[src/rtl/mem_arb_pkg.sv]
// Shared types and default widths for the memory port arbiter.
//   arb_state_t : sequencer states (IDLE, ISSUE, WAIT, ACK)
//   ADDR_W      : default memory address width
//   DATA_W      : default memory data width
package mem_arb_pkg;

    typedef enum logic [1:0] {
        IDLE  = 2'd0,
        ISSUE = 2'd1,
        WAIT  = 2'd2,
        ACK   = 2'd3
    } arb_state_t;

    localparam int ADDR_W = 6;
    localparam int DATA_W = 8;

endpackage

[src/rtl/mem_port_arbiter_rr_pick.sv]
// Combinational round-robin picker.
// The search starts one position after the previous winner and wraps
// modulo NREQ, so the most recently served requester has lowest priority.
//   req      : request vector
//   last_gnt : index of the previously granted requester
//   win_oh   : one-hot winner (all zero when nothing requests)
//   win_idx  : binary index of the winner (0 when nothing requests)
//   valid    : at least one request present
module rr_pick #(
    parameter int NREQ  = 2,
    parameter int IDX_W = $clog2(NREQ)
) (
    input  logic [NREQ-1:0]  req,
    input  logic [IDX_W-1:0] last_gnt,
    output logic [NREQ-1:0]  win_oh,
    output logic [IDX_W-1:0] win_idx,
    output logic             valid
);

    int               cand_s;
    logic [IDX_W-1:0] cand_idx_s;

    // Walk the requesters in rotating priority order and keep the first hit.
    always_comb begin
        win_oh     = '0;
        win_idx    = '0;
        valid      = 1'b0;
        cand_s     = 0;
        cand_idx_s = '0;
        for (int k = 1; k <= NREQ; k++) begin
            cand_s     = (int'(last_gnt) + k) % NREQ;
            cand_idx_s = IDX_W'(cand_s);
            if (!valid && req[cand_idx_s]) begin
                valid           = 1'b1;
                win_oh          = '0;
                win_oh[cand_idx_s] = 1'b1;
                win_idx         = cand_idx_s;
            end else begin
                valid = valid;
            end
        end
    end

endmodule

[src/rtl/mem_port_arbiter.sv]
// Round-robin arbiter and sequencer sharing one single-port memory between
// NREQ requesters. One access per grant: strobe for one cycle, wait out the
// read latency, then pulse ack with the captured read data.
// Ports:
//   clk, rst_n       : clock, asynchronous active-low reset
//   req, req_wr      : per-requester request level and write flag
//   req_addr         : packed addresses, requester i at [i*ADDR_W +: ADDR_W]
//   req_wdata        : packed write data, requester i at [i*DATA_W +: DATA_W]
//   gnt              : one-hot, high while a requester is being served
//   ack              : one-cycle completion pulse to the served requester
//   rdata            : read data, valid in the ack cycle of a read (held)
//   en, wr, addr, wdata : memory strobe and command, zero outside ISSUE
//   mem_rdata        : memory read data
module mem_port_arbiter #(
    parameter int NREQ   = 2,
    parameter int ADDR_W = mem_arb_pkg::ADDR_W,
    parameter int DATA_W = mem_arb_pkg::DATA_W,
    parameter int RD_LAT = 1
) (
    input  logic                     clk,
    input  logic                     rst_n,
    input  logic [NREQ-1:0]          req,
    input  logic [NREQ-1:0]          req_wr,
    input  logic [NREQ*ADDR_W-1:0]   req_addr,
    input  logic [NREQ*DATA_W-1:0]   req_wdata,
    output logic [NREQ-1:0]          gnt,
    output logic [NREQ-1:0]          ack,
    output logic [DATA_W-1:0]        rdata,
    output logic                     en,
    output logic                     wr,
    output logic [ADDR_W-1:0]        addr,
    output logic [DATA_W-1:0]        wdata,
    input  logic [DATA_W-1:0]        mem_rdata
);

    import mem_arb_pkg::*;

    localparam int IDX_W = $clog2(NREQ);
    localparam int CNT_W = $clog2(RD_LAT + 1);

    arb_state_t        state_r, state_nxt_s;
    logic [IDX_W-1:0]  last_gnt_r, last_gnt_nxt_s;
    logic              lat_wr_r, lat_wr_nxt_s;
    logic [ADDR_W-1:0] lat_addr_r, lat_addr_nxt_s;
    logic [DATA_W-1:0] lat_wdata_r, lat_wdata_nxt_s;
    logic [CNT_W-1:0]  cnt_r, cnt_nxt_s;
    logic [DATA_W-1:0] rdata_r, rdata_nxt_s;

    logic [NREQ-1:0]   gnt_r, gnt_nxt_s;
    logic [NREQ-1:0]   ack_r, ack_nxt_s;
    logic              en_r, en_nxt_s;
    logic              wr_r, wr_nxt_s;
    logic [ADDR_W-1:0] addr_r, addr_nxt_s;
    logic [DATA_W-1:0] wdata_r, wdata_nxt_s;

    logic [NREQ-1:0]   pick_oh_s;
    logic [IDX_W-1:0]  pick_idx_s;
    logic              pick_valid_s;

    rr_pick #(
        .NREQ  (NREQ),
        .IDX_W (IDX_W)
    ) u_rr_pick (
        .req      (req),
        .last_gnt (last_gnt_r),
        .win_oh   (pick_oh_s),
        .win_idx  (pick_idx_s),
        .valid    (pick_valid_s)
    );

    // Next-state, latch and output decode; outputs are derived from the
    // next state so every output port comes straight from a flop.
    always_comb begin
        state_nxt_s     = state_r;
        last_gnt_nxt_s  = last_gnt_r;
        lat_wr_nxt_s    = lat_wr_r;
        lat_addr_nxt_s  = lat_addr_r;
        lat_wdata_nxt_s = lat_wdata_r;
        cnt_nxt_s       = cnt_r;
        rdata_nxt_s     = rdata_r;
        gnt_nxt_s       = gnt_r;

        case (state_r)
            IDLE: begin
                if (pick_valid_s) begin
                    state_nxt_s     = ISSUE;
                    last_gnt_nxt_s  = pick_idx_s;
                    lat_wr_nxt_s    = req_wr[pick_idx_s];
                    lat_addr_nxt_s  = req_addr[pick_idx_s*ADDR_W +: ADDR_W];
                    lat_wdata_nxt_s = req_wdata[pick_idx_s*DATA_W +: DATA_W];
                    gnt_nxt_s       = pick_oh_s;
                end else begin
                    gnt_nxt_s = '0;
                end
            end
            ISSUE: begin
                if (lat_wr_r) begin
                    state_nxt_s = ACK;
                end else begin
                    state_nxt_s = WAIT;
                    cnt_nxt_s   = CNT_W'(RD_LAT - 1);
                end
            end
            WAIT: begin
                // Counter reaching zero marks the last WAIT cycle; the edge
                // that ends it is the one where mem_rdata is valid.
                if (cnt_r == '0) begin
                    state_nxt_s = ACK;
                    rdata_nxt_s = mem_rdata;
                end else begin
                    cnt_nxt_s = cnt_r - CNT_W'(1);
                end
            end
            ACK: begin
                state_nxt_s = IDLE;
                gnt_nxt_s   = '0;
            end
            default: begin
                state_nxt_s = IDLE;
                gnt_nxt_s   = '0;
            end
        endcase

        if (state_nxt_s == ISSUE) begin
            en_nxt_s    = 1'b1;
            wr_nxt_s    = lat_wr_nxt_s;
            addr_nxt_s  = lat_addr_nxt_s;
            wdata_nxt_s = lat_wdata_nxt_s;
        end else begin
            en_nxt_s    = 1'b0;
            wr_nxt_s    = 1'b0;
            addr_nxt_s  = '0;
            wdata_nxt_s = '0;
        end

        if (state_nxt_s == ACK) begin
            ack_nxt_s = gnt_nxt_s;
        end else begin
            ack_nxt_s = '0;
        end
    end

    // Sequencer state, round-robin pointer, wait counter and request latches.
    always_ff @(posedge clk or negedge rst_n) begin
        if (!rst_n) begin
            state_r     <= IDLE;
            last_gnt_r  <= IDX_W'(NREQ - 1);
            cnt_r       <= '0;
            lat_wr_r    <= 1'b0;
            lat_addr_r  <= '0;
            lat_wdata_r <= '0;
        end else begin
            state_r     <= state_nxt_s;
            last_gnt_r  <= last_gnt_nxt_s;
            cnt_r       <= cnt_nxt_s;
            lat_wr_r    <= lat_wr_nxt_s;
            lat_addr_r  <= lat_addr_nxt_s;
            lat_wdata_r <= lat_wdata_nxt_s;
        end
    end

    // Output registers, including the held read-data register.
    always_ff @(posedge clk or negedge rst_n) begin
        if (!rst_n) begin
            gnt_r   <= '0;
            ack_r   <= '0;
            en_r    <= 1'b0;
            wr_r    <= 1'b0;
            addr_r  <= '0;
            wdata_r <= '0;
            rdata_r <= '0;
        end else begin
            gnt_r   <= gnt_nxt_s;
            ack_r   <= ack_nxt_s;
            en_r    <= en_nxt_s;
            wr_r    <= wr_nxt_s;
            addr_r  <= addr_nxt_s;
            wdata_r <= wdata_nxt_s;
            rdata_r <= rdata_nxt_s;
        end
    end

    assign gnt   = gnt_r;
    assign ack   = ack_r;
    assign en    = en_r;
    assign wr    = wr_r;
    assign addr  = addr_r;
    assign wdata = wdata_r;
    assign rdata = rdata_r;

endmodule

[config.mk]
export PLATFORM = sky130hd
export DESIGN_NAME = mem_port_arbiter
export DESIGN_NICKNAME = d
export VERILOG_FILES = /design/src/rtl/mem_arb_pkg.sv /design/src/rtl/mem_port_arbiter_rr_pick.sv /design/src/rtl/mem_port_arbiter.sv
export SDC_FILE = /design/constraint.sdc
export NUM_CORES = 1
export LEC_CHECK = 0
export CAP_MARGIN = 20
export CORE_MARGIN = 2
export CORE_UTILIZATION = 47
export CTS_CLUSTER_DIAMETER = 150
export DETAILED_ROUTE_END_ITERATION = 8
export PLACE_DENSITY = 0.84
export RECOVER_POWER = 50
export SLEW_MARGIN = 20
export SYNTH_ARGS = -nofsm -noshare
export SYNTH_HDL_FRONTEND = slang
export SYNTH_SLANG_ARGS = --single-unit
[constraint.sdc]
create_clock -name clk -period 3.35 [get_ports clk]
set_input_delay 1.005 -clock clk [delete_from_list [all_inputs] [get_ports clk]]
set_output_delay 1.005 -clock clk [all_outputs]
set_load 0.005 [all_outputs]
-- Yosys cells after proc, flatten, opt, wreduce, memory -nomap -nowiden
Cells that the tools add are included.
- mux-type cells: 36
- shifts and indexed selects: 2
- multiply operators: 1
- add/sub/neg operators: 3
- bitwise gates (word level): 1
- order comparisons: 5
- reduce and logical (&&, ||, !) cells: 9
- equality and inequality tests: 6
- operators by type and width (cell ; count):
    8-bit 2-to-1 mux ; 3
    1-bit 2-to-1 mux ; 19
    6-bit 2-to-1 mux ; 3
    16-bit by 5-bit variable part select with 8-bit output ; 1
    2-bit 2-to-1 mux ; 6
    12-bit by 5-bit variable part select with 6-bit output ; 1
    2-bit case mux with 4 select lines ; 1
    2-bit == test (second input constant) ; 3
    1-bit by 2-bit < comparator with 1-bit output (second input constant) ; 3
    2-bit AND reduction ; 3
    2-bit by 1-bit == test with 1-bit output (second input constant) ; 2
    2-bit case mux with 2 select lines ; 1
    1-bit logical AND ; 3
    1-bit by 2-bit multiplier with 3-bit output (second input constant) ; 1
    1-bit adder (second input constant) ; 2
    1-bit demux with 1-bit select ; 2
    1-bit greater-or-equal comparator (second input constant) ; 2
    2-bit logical NOT ; 1
    2-bit != test (second input constant) ; 1
    1-bit case mux with 2 select lines ; 1
    2-bit nonzero test ; 1
    1-bit logical NOT ; 1
    1-bit NOT ; 1
    1-bit subtractor (second input constant) ; 1
- register bits: 47
- bits of input ports: 42

-- Logic depth before layout (Yosys ltp)
Gate-level depths: netlist of run 1.
- word-level depth: 12
- gate-level depth with buffers: 7

-- Modules after synthesis
Synthesis of run 1 repeated with hierarchy kept, for this count alone.
- cells, all modules: 156
- area, all modules: 1945.6 µm²
- by module, submodules not included (module ; times used ; sequential area each (µm²) ; area an instance (µm²) ; cells each):
    mem_port_arbiter ; 1 ; 1152.4 ; 1913.1 ; 151
    rr_pick ; 1 ; 0.0 ; 32.5 ; 5

-- Worst setup path after synthesis of run 1
No wires, ideal clock.
- path kind: input -> register
- start: input req[1]
- end: register addr_r[0], in the netlist addr[0]
- arrival: 1.849 ns
- path buffers: 1
- stages: 4
- setup slack: 1.390 ns
- cell sequence: nor3_1 -> a211o_4 -> buf_6 -> a2111oi_2
- cells in the longest elaborated chain, start to end: 11
- elaborated cells between the ends (all ways): 18
- classes of those cells: 1 x mul; 1 x eq/ne; 1 x shift; 13 x mux; 2 x reduce/logical
- ends and longest elaborated chain (what ; line ; RTL):
    start: declaration ; mem_port_arbiter.sv:22 ; input logic [NREQ-1:0] req,
    1-bit 2-to-1 mux (not written as such) (2 in series) ; mem_port_arbiter_rr_pick.sv:33 ; if (!valid && req[cand_idx_s]) begin
    1-bit 2-to-1 mux ; mem_port_arbiter_rr_pick.sv:33 ;
    1-bit logical NOT ; mem_port_arbiter_rr_pick.sv:33 ;
    1-bit logical AND ; mem_port_arbiter_rr_pick.sv:33 ;
    1-bit 2-to-1 mux ; mem_port_arbiter_rr_pick.sv:33 ;
    1-bit by 2-bit multiplier with 3-bit output ; mem_port_arbiter.sv:89 ; lat_addr_nxt_s = req_addr[pick_idx_s*ADDR_W +: ADDR_W];
    12-bit by 5-bit variable part select with 6-bit output ; mem_port_arbiter.sv:89 ;
    6-bit 2-to-1 mux ; mem_port_arbiter.sv:85 ; if (pick_valid_s) begin
    6-bit 2-to-1 mux ; mem_port_arbiter.sv:83 ; case (state_r)
    6-bit 2-to-1 mux * ; mem_port_arbiter.sv:124 ; if (state_nxt_s == ISSUE) begin
    net addr_nxt_s[0] ; mem_port_arbiter.sv:53 ; logic [ADDR_W-1:0] addr_r, addr_nxt_s;
    end signal: assignment ; mem_port_arbiter.sv:177 ; addr_r <= addr_nxt_s;
    end: declaration ; mem_port_arbiter.sv:53 ;
The timed path passes the listed nets; every way through them passes the cells marked *. The select of a mux whose other input is x is not followed.
A chain may end at the register's enable or synchronous reset.

-- Worst setup path in the final report of run 1
- start: input req[1]
- end: register wdata_r[5], in the netlist wdata[5]
- cells in the longest elaborated chain, start to end: 10
- elaborated cells between the ends (all ways): 17
- classes of those cells: 1 x eq/ne; 1 x shift; 13 x mux; 2 x reduce/logical
- ends and longest elaborated chain (what ; line ; RTL):
    1-bit 2-to-1 mux (not written as such) (2 in series) ; mem_port_arbiter_rr_pick.sv:33 ;
    1-bit 2-to-1 mux ; mem_port_arbiter_rr_pick.sv:33 ;
    1-bit logical NOT ; mem_port_arbiter_rr_pick.sv:33 ;
    1-bit logical AND ; mem_port_arbiter_rr_pick.sv:33 ;
    1-bit 2-to-1 mux ; mem_port_arbiter_rr_pick.sv:33 ;
    16-bit by 5-bit variable part select with 8-bit output or 2-bit 2-to-1 mux (tied branches) ; mem_port_arbiter.sv:90, mem_port_arbiter.sv:85 ;
    8-bit 2-to-1 mux or 2-bit case mux with 4 select lines (tied branches) ; mem_port_arbiter.sv:85, mem_port_arbiter.sv:83 ;
    8-bit 2-to-1 mux or 2-bit by 1-bit == test with 1-bit output (tied branches) ; mem_port_arbiter.sv:83, mem_port_arbiter.sv:124 ;
    8-bit 2-to-1 mux * ; mem_port_arbiter.sv:124 ;
    net wdata_nxt_s[5] ; mem_port_arbiter.sv:54 ; logic [DATA_W-1:0] wdata_r, wdata_nxt_s;
    end signal: assignment ; mem_port_arbiter.sv:178 ; wdata_r <= wdata_nxt_s;
    end: declaration ; mem_port_arbiter.sv:54 ;
Marked as above.

==> results of run 1 <==
cell usage in the layout, fill, tap and decap left out, types with 2 or more instances in the layout:
cell type / synthesis / final
nor3_1: 22 / 22
buf_4: 2 / 2
clkbuf_8: 0 / 5
mux2_2: 8 / 8
nor4_1: 3 / 3
dfrtp_1: 45 / 45
clkdlybuf4s50_1: 0 / 66
o31ai_1: 2 / 2
a2111oi_2: 6 / 6
clkinv_2: 0 / 2
nand2_1: 5 / 5
inv_1: 17 / 17
dlygate4sd3_1: 0 / 2
a211oi_1: 12 / 12
ha_1: 4 / 4
nor2_1: 18 / 17
a2111oi_0: 6 / 6
power by group through the flow:
stage,registers [mW],clock network [mW],logic (mW)
3_5_place_dp,0.892,0,1.06
5_1_grt,0.906,0.430,1.18
4_1_cts,0.884,0.404,1.06
6_report,0.883,0.402,1.05
2_1_floorplan,0.893,0,0.656
3_3_place_gp,0.883,0,1.02
tightest hold or removal path, delay by kind of cell, from the launching register on:
family,cells,cell delay [ps]
DFF,1,390
AOI/OAI and AO/OA,1,70
and+or+nand+nor,1,50
sequential cells by signal, indices dropped and copies added, names as in the netlist:
name         cells
state_r          2
lat_addr_r       6
addr             6
lat_wdata_r      8
en               1
last_gnt_r       1
gnt              2
wr               1
rdata            8
wdata            8
lat_wr_r         1
ack              2
metal layers:
| metal | global-route usage, % | wire (um) | share of wire (%) | up-vias |
|---|---|---|---|---|
| met5 | 0 | 0 | 0 | - |
| met4 | 10.00 | 80 | 1.9 | 0 |
| met3 | 5.099 | 269 | 6.3 | 8 |
| met2 | 36.41 | 2129 | 50 | 53 |
| met1 | 25.03 | 1815 | 42 | 712 |
| li1 | - | - | - | 724 |
worst min path at each step:
| stage | start | cells after the start | endpoint | slack (ps) |
|---|---|---|---|---|
| 2_1_floorplan | last_gnt_r | 2 | last_gnt_r | 470 |
| 3_3_place_gp | last_gnt_r | 2 | last_gnt_r | 480 |
| 3_5_place_dp | gnt[0] | 2 | gnt[0] | 500 |
| 4_1_cts | last_gnt_r | 2 | last_gnt_r | 510 |
| 5_1_grt | last_gnt_r | 2 | last_gnt_r | 520 |
| 6_report | last_gnt_r | 2 | last_gnt_r | 500 |
metrics by stage:
step | setup slack (ps) | instance area, um^2 | hold slack, ps
finish | 788.2 | 2761 | 501.9
global route | 641.3 | 2761 | 520.3
CTS | 888.4 | 2761 | 505.3
detailed placement | 595.6 | 2653 | 498.4
global placement | 605.4 | 2653 | 481.6
floorplan | 1390 | 1943 | 470.4
cell families (layout without fill, tap and decap cells):
logic type | after synthesis | after routing | synth area share [%]
AOI/OAI and AO/OA | 32 | 32 | 15.90
buffers and inverters | 25 | 96 | 6.181
muxes | 8 | 8 | 4.636
DFF | 46 | 46 | 59.30
and+or+nand+nor | 49 | 49 | 11.40
adders and majority gates | 4 | 4 | 2.576
area by class of cell:
cell class / count / area [um^2] / area share, %
multi-input combinational: 93 / 673.1 / 24.38
sequential: 46 / 1152 / 41.73
timing repair buffer: 71 / 700.7 / 25.37
clock inverter: 3 / 40.04 / 1.450
clock buffer: 5 / 68.82 / 2.492
inverter: 17 / 63.81 / 2.311
tap: 50 / 62.56 / 2.266
==> results by group, run 1 <==
Outcome
  – Status: finished, final reports clean

STA
  – Setup-failing EPs final: 0
  – Worst Tran Pin Value: 981.9 ps
  – RSZ-0062 raised after global routing: no
  – Min Tclk post-route: 2562 ps
  – Fin crit share: 76.47%
  – Fmax: 390.4 MHz
  – Total negative slack: 0 ps
  – Clk_skew: 2.709 ps
  – Max-slew headroom: 34.54%
  – Final hold violations: 0
  – Slew Viols, Final: 0

Pwr
  – P_sw: 0.7767 mW
  – Clock share of power: 17.2%
  – P_leak: 1.163 nW
  – Cell Pwr Density: 847.4 nW/um^2
  – Reg power frac: 37.7%
  – Internal power: 1.563 mW
  – Gate power share: 45.1%
  – Max VDD drop: 383.7 uV
  – Total power: 2.340 mW
  – Sw Share: 33.19%

Synthesis
  – Top-area cell type share of the netlist area: 57.95%
  – Mean Syn Cell Area: 11.85 um^2
  – Synth Cell Area: 1943 um^2
  – Synth area leaders: dfrtp_1 58%, nor3_1 5.7%, a2111oi_2 4.6%, a211oi_1 4.6%, mux2_2 4.6%
  – Top post-synthesis cells by count: 45 x dfrtp_1, 22 x nor3_1, 18 x nor2_1, 17 x inv_1, 12 x a211oi_1
  – Most numerous cell in the Yosys netlist: dfrtp_1
  – Distinct cells, synth: 25
  – Post-synth net total: 210
  – FF+latch count, synth: 46
  – Dominant cell type by area after synthesis: dfrtp_1
  – Main flop type after synthesis: dfrtp_1
  – Async S/R FF share, synth: 100.0%
  – Number of flops mapped to enable cells by yosys: 0
  – Ys Warns: 0
  – Sequential element share of the synthesized area: 59.30%
  – Syn Inst Count: 164

Floorplan
  – Std cell rows: 23
  – Initial core utilization: 48.58%
  – Die height: 68.30 um
  – Core area: 4000 um^2
  – Die area: 4665 um^2
  – Die width: 68.30 um
  – # IOs: 70

Critical path
  – Crit. path cell count: 5
  – CP arrival: 2740 ps
  – CP Launch Type: input pin
  – CP max-delay cell: dlygate4sd3_1
  – Kind of end point of the critical path: register
  – Setup Crit Path Kind: input pin to register
  – RR Endpoint: wdata[1]
  – Worst-path maximum fanout: 13
  – Crit path max-delay family: buffers and inverters
  – Buf/Inv on CP: 2
  – Worst setup path end: wdata[5]
  – Crit-path max cell delay: 600 ps
  – R2R setup slack: 1240 ps
  – Crit-path cells: dlygate4sd3_1 > a21bo_2 > nor2_2 > buf_4 > a2111oi_0
  – WP data required: 3530 ps
  – Worst Setup SP: req[1]
  – FF-to-FF Start: state_r[0]
  – Path depth of the worst reg2reg path: 5

CTS
  – Resize count post-CTS: 0
  – H-Tree Depth: 2
  – Worst-Skew Late Latency: 300 ps
  – Clock sink count: 46
  – Worst-path clk slew: 80 ps
  – Post-CTS Setup Inserts: 0
  – Root buffer cell: clkbuf_8
  – Clock Path Buffers: 2
  – CTS tree: yes
  – Num CTS Buffers: 5
  – Hold-fix buffers, CTS: 0

Place
  – DP HPWL: 3055 um
  – Cells after DPL: 277
  – GP Congestion: 0.7900
  – Port buffer count: 69

Layout
  – Number of fill cells: 327
  – Fin cells: 285
  – Nets@finish: 280
  – Area delta synth->final: 42.11%
  – Fin util: 69.03%
  – Layout cells sized above 1: 13.19%
  – ANT cells: 0

Global routing
  – Gr usage total: 21.24%
  – Largest net degree at the start of global routing: 47
  – Overflow after GRT: 0
  – Initial antenna violation count: 0
  – Vias in the first global route: 1490
  – First-pass GRT wire length: 7065 um

Routing
  – Via Count: 1497
  – Initial drt markers: 112
  – WL/cell: 15.07 um
  – Via density: 5.253
  – DRC errors left: 0
  – Post-Route WL: 4294 um
  – Drt first pass iters: 4
  – Antenna Nets Post-Route: 0

Min path
  – HP Class: register to register

Run
  – Max-Cap Viols: 0
(Power assumes the default switching activity.)
==> inputs of run 2 (changes only) <==
--- a/config.mk
+++ b/config.mk
@@ -7,10 +7,10 @@
 export LEC_CHECK = 0
 export CAP_MARGIN = 20
 export CORE_MARGIN = 2
-export CORE_UTILIZATION = 47
+export CORE_UTILIZATION = 40
 export CTS_CLUSTER_DIAMETER = 150
 export DETAILED_ROUTE_END_ITERATION = 8
-export PLACE_DENSITY = 0.84
+export PLACE_DENSITY = 0.76
 export RECOVER_POWER = 50
 export SLEW_MARGIN = 20
 export SYNTH_ARGS = -nofsm -noshare
==> constraint.sdc (replaced) <==
create_clock -name clk -period 2.1 [get_ports clk]
set_input_delay 0.63 -clock clk [delete_from_list [all_inputs] [get_ports clk]]
set_output_delay 0.63 -clock clk [all_outputs]
set_load 0.005 [all_outputs]
==> results by group, run 2 (synthesis results as in run 1) <==
Layout
  – Layout cells sized above 1: 14.75%
  – Nets@finish: 289
  – ANT cells: 0
  – Fin util: 60.29%
  – Most common cell after layout, fill and taps aside: clkdlybuf4s50_1
  – Most frequent cells in the layout: 68 x clkdlybuf4s50_1, 45 x dfrtp_1, 22 x nor3_1
  – Area delta synth->final: 45.59%
  – Fin cells: 298

Global routing
  – Vias in the first global route: 1496
  – Largest net degree at the start of global routing: 28
  – Overflow after GRT: 0
  – First-pass GRT wire length: 7003 um
  – Gr usage total: 17.47%
  – Initial antenna violation count: 0

Place
  – Setup slack after placement: -272.0 ps
  – GP Congestion: 0.7861
  – Cells after DPL: 290
  – Port buffer count: 69
  – DP HPWL: 3379 um

Routing
  – DRC errors left: 0
  – WL/cell: 15.08 um
  – Post-Route WL: 4495 um
  – Initial drt markers: 133
  – Via Count: 1545
  – Drt first pass iters: 4
  – Via density: 5.185
  – Antenna Nets Post-Route: 0

CTS
  – Clock sink count: 46
  – Hold-fix buffers, CTS: 0
  – Worst-Skew Late Latency: 300 ps
  – Root buffer cell: clkbuf_8
  – Resize count post-CTS: 0
  – Clock Path Buffers: 2
  – H-Tree Depth: 2
  – Worst-path clk slew: 80 ps
  – CTS tree: yes
  – Post-CTS Setup Inserts: 0
  – Num CTS Buffers: 5

Critical path
  – RR Endpoint: wdata[5]
  – Worst-path maximum fanout: 16
  – CP arrival: 2180 ps
  – Setup Crit Path Kind: input pin to register
  – Kind of end point of the critical path: register
  – Path depth of the worst reg2reg path: 4
  – WP data required: 2260 ps
  – FF-to-FF Start: state_r[0]
  – R2R setup slack: 220 ps
  – CP Launch Type: input pin

STA
  – Fmax: 493.0 MHz
  – Worst setup margin: 71.47 ps
  – Worst Tran Pin Value: 1395 ps
  – Clk_skew: 2.302 ps
  – Total negative slack: 0 ps
  – Setup-failing EPs final: 0
  – Worst hold slack: 510.0 ps
  – RSZ-0062 raised after global routing: no
  – Slew Viols, Final: 0
  – Fin crit share: 96.60%
  – Max-slew headroom: 6.971%
  – Min Tclk post-route: 2029 ps
  – Final hold violations: 0

Floorplan
  – Initial core utilization: 41.41%
  – Die height: 73.70 um
  – Die area: 5431 um^2
  – Std cell rows: 25
  – Die width: 73.70 um
  – Core area: 4692 um^2
  – # IOs: 70

Min path
  – Hold wc startpoint: rdata[2]
  – Hold path depth: 1
  – Hold endpoint: rdata[2]
  – HP Class: register to register

Outcome
  – Status: finished, final reports clean

Run
  – Max-Cap Viols: 0

Pwr
  – Max VDD drop: 438.3 uV
  – P_leak: 1.192 nW
  – Cell Pwr Density: 1314 nW/um^2
[run 2: cell count changes in the layout (fill, tap and decap cells not counted), moves of 2 or more]
cell / before / now
clkbuf_1: 0 / 4
buf_4: 2 / 5
buf_12: 0 / 2
clkbuf_2: 0 / 2
clkdlybuf4s50_1: 66 / 68
dlygate4sd3_1: 2 / 0
[run 2: worst max path at each step]
| stage | start | endpoint | slack (ps) |
|---|---|---|---|
| 2_1_floorplan | state_r[0] | addr[0] | 410 |
| 3_3_place_gp | req[1] | wdata[1] | -80 |
| 3_5_place_dp | req[1] | wdata[5] | -270 |
| 4_1_cts | req[1] | wdata[5] | 40 |
| 5_1_grt | req[1] | wdata[2] | 20 |
| 6_report | req[1] | wdata[5] | 70 |
[run 2: stage by stage]
step | total power [mW] | area (um^2)
floorplan | 2.470 | 1943
global placement | 3.149 | 2750
detailed placement | 3.222 | 2750
CTS | 3.765 | 2841
global route | 3.977 | 2829
finish | 3.716 | 2829
[run 2: worst max-delay path, cell delays in order]
cell	delay, ps
clkdlybuf4s50_1	550
nor3_1	100
a211o_4	440
a2111oi_1	460
[run 2: power breakdown]
part           total (mW)  switching (mW)  internal [mW]
clock network       0.544           0.279          0.265
registers            1.41           0.138           1.27
logic                1.76           0.824          0.939
total                3.72            1.24           2.48
[run 2: layout make-up]
| class | count | area (um^2) |
|---|---|---|
| clock inverter | 1 | 5.005 |
| clock buffer | 7 | 86.33 |
| inverter | 17 | 63.81 |
| multi-input combinational | 93 | 674.4 |
| timing repair buffer | 80 | 779.5 |
| sequential | 46 | 1152 |
| fill | 400 | 1863 |
| tap | 54 | 67.56 |
[run 2: layer usage]
metal | vias up | track usage, % | part of all wire, %
li1 | 742 | - | -
met1 | 739 | 20.85 | 41
met2 | 56 | 29.27 | 51
met3 | 8 | 6.173 | 6.9
met4 | 0 | 5.859 | 1.4
met5 | - | 0 | 0
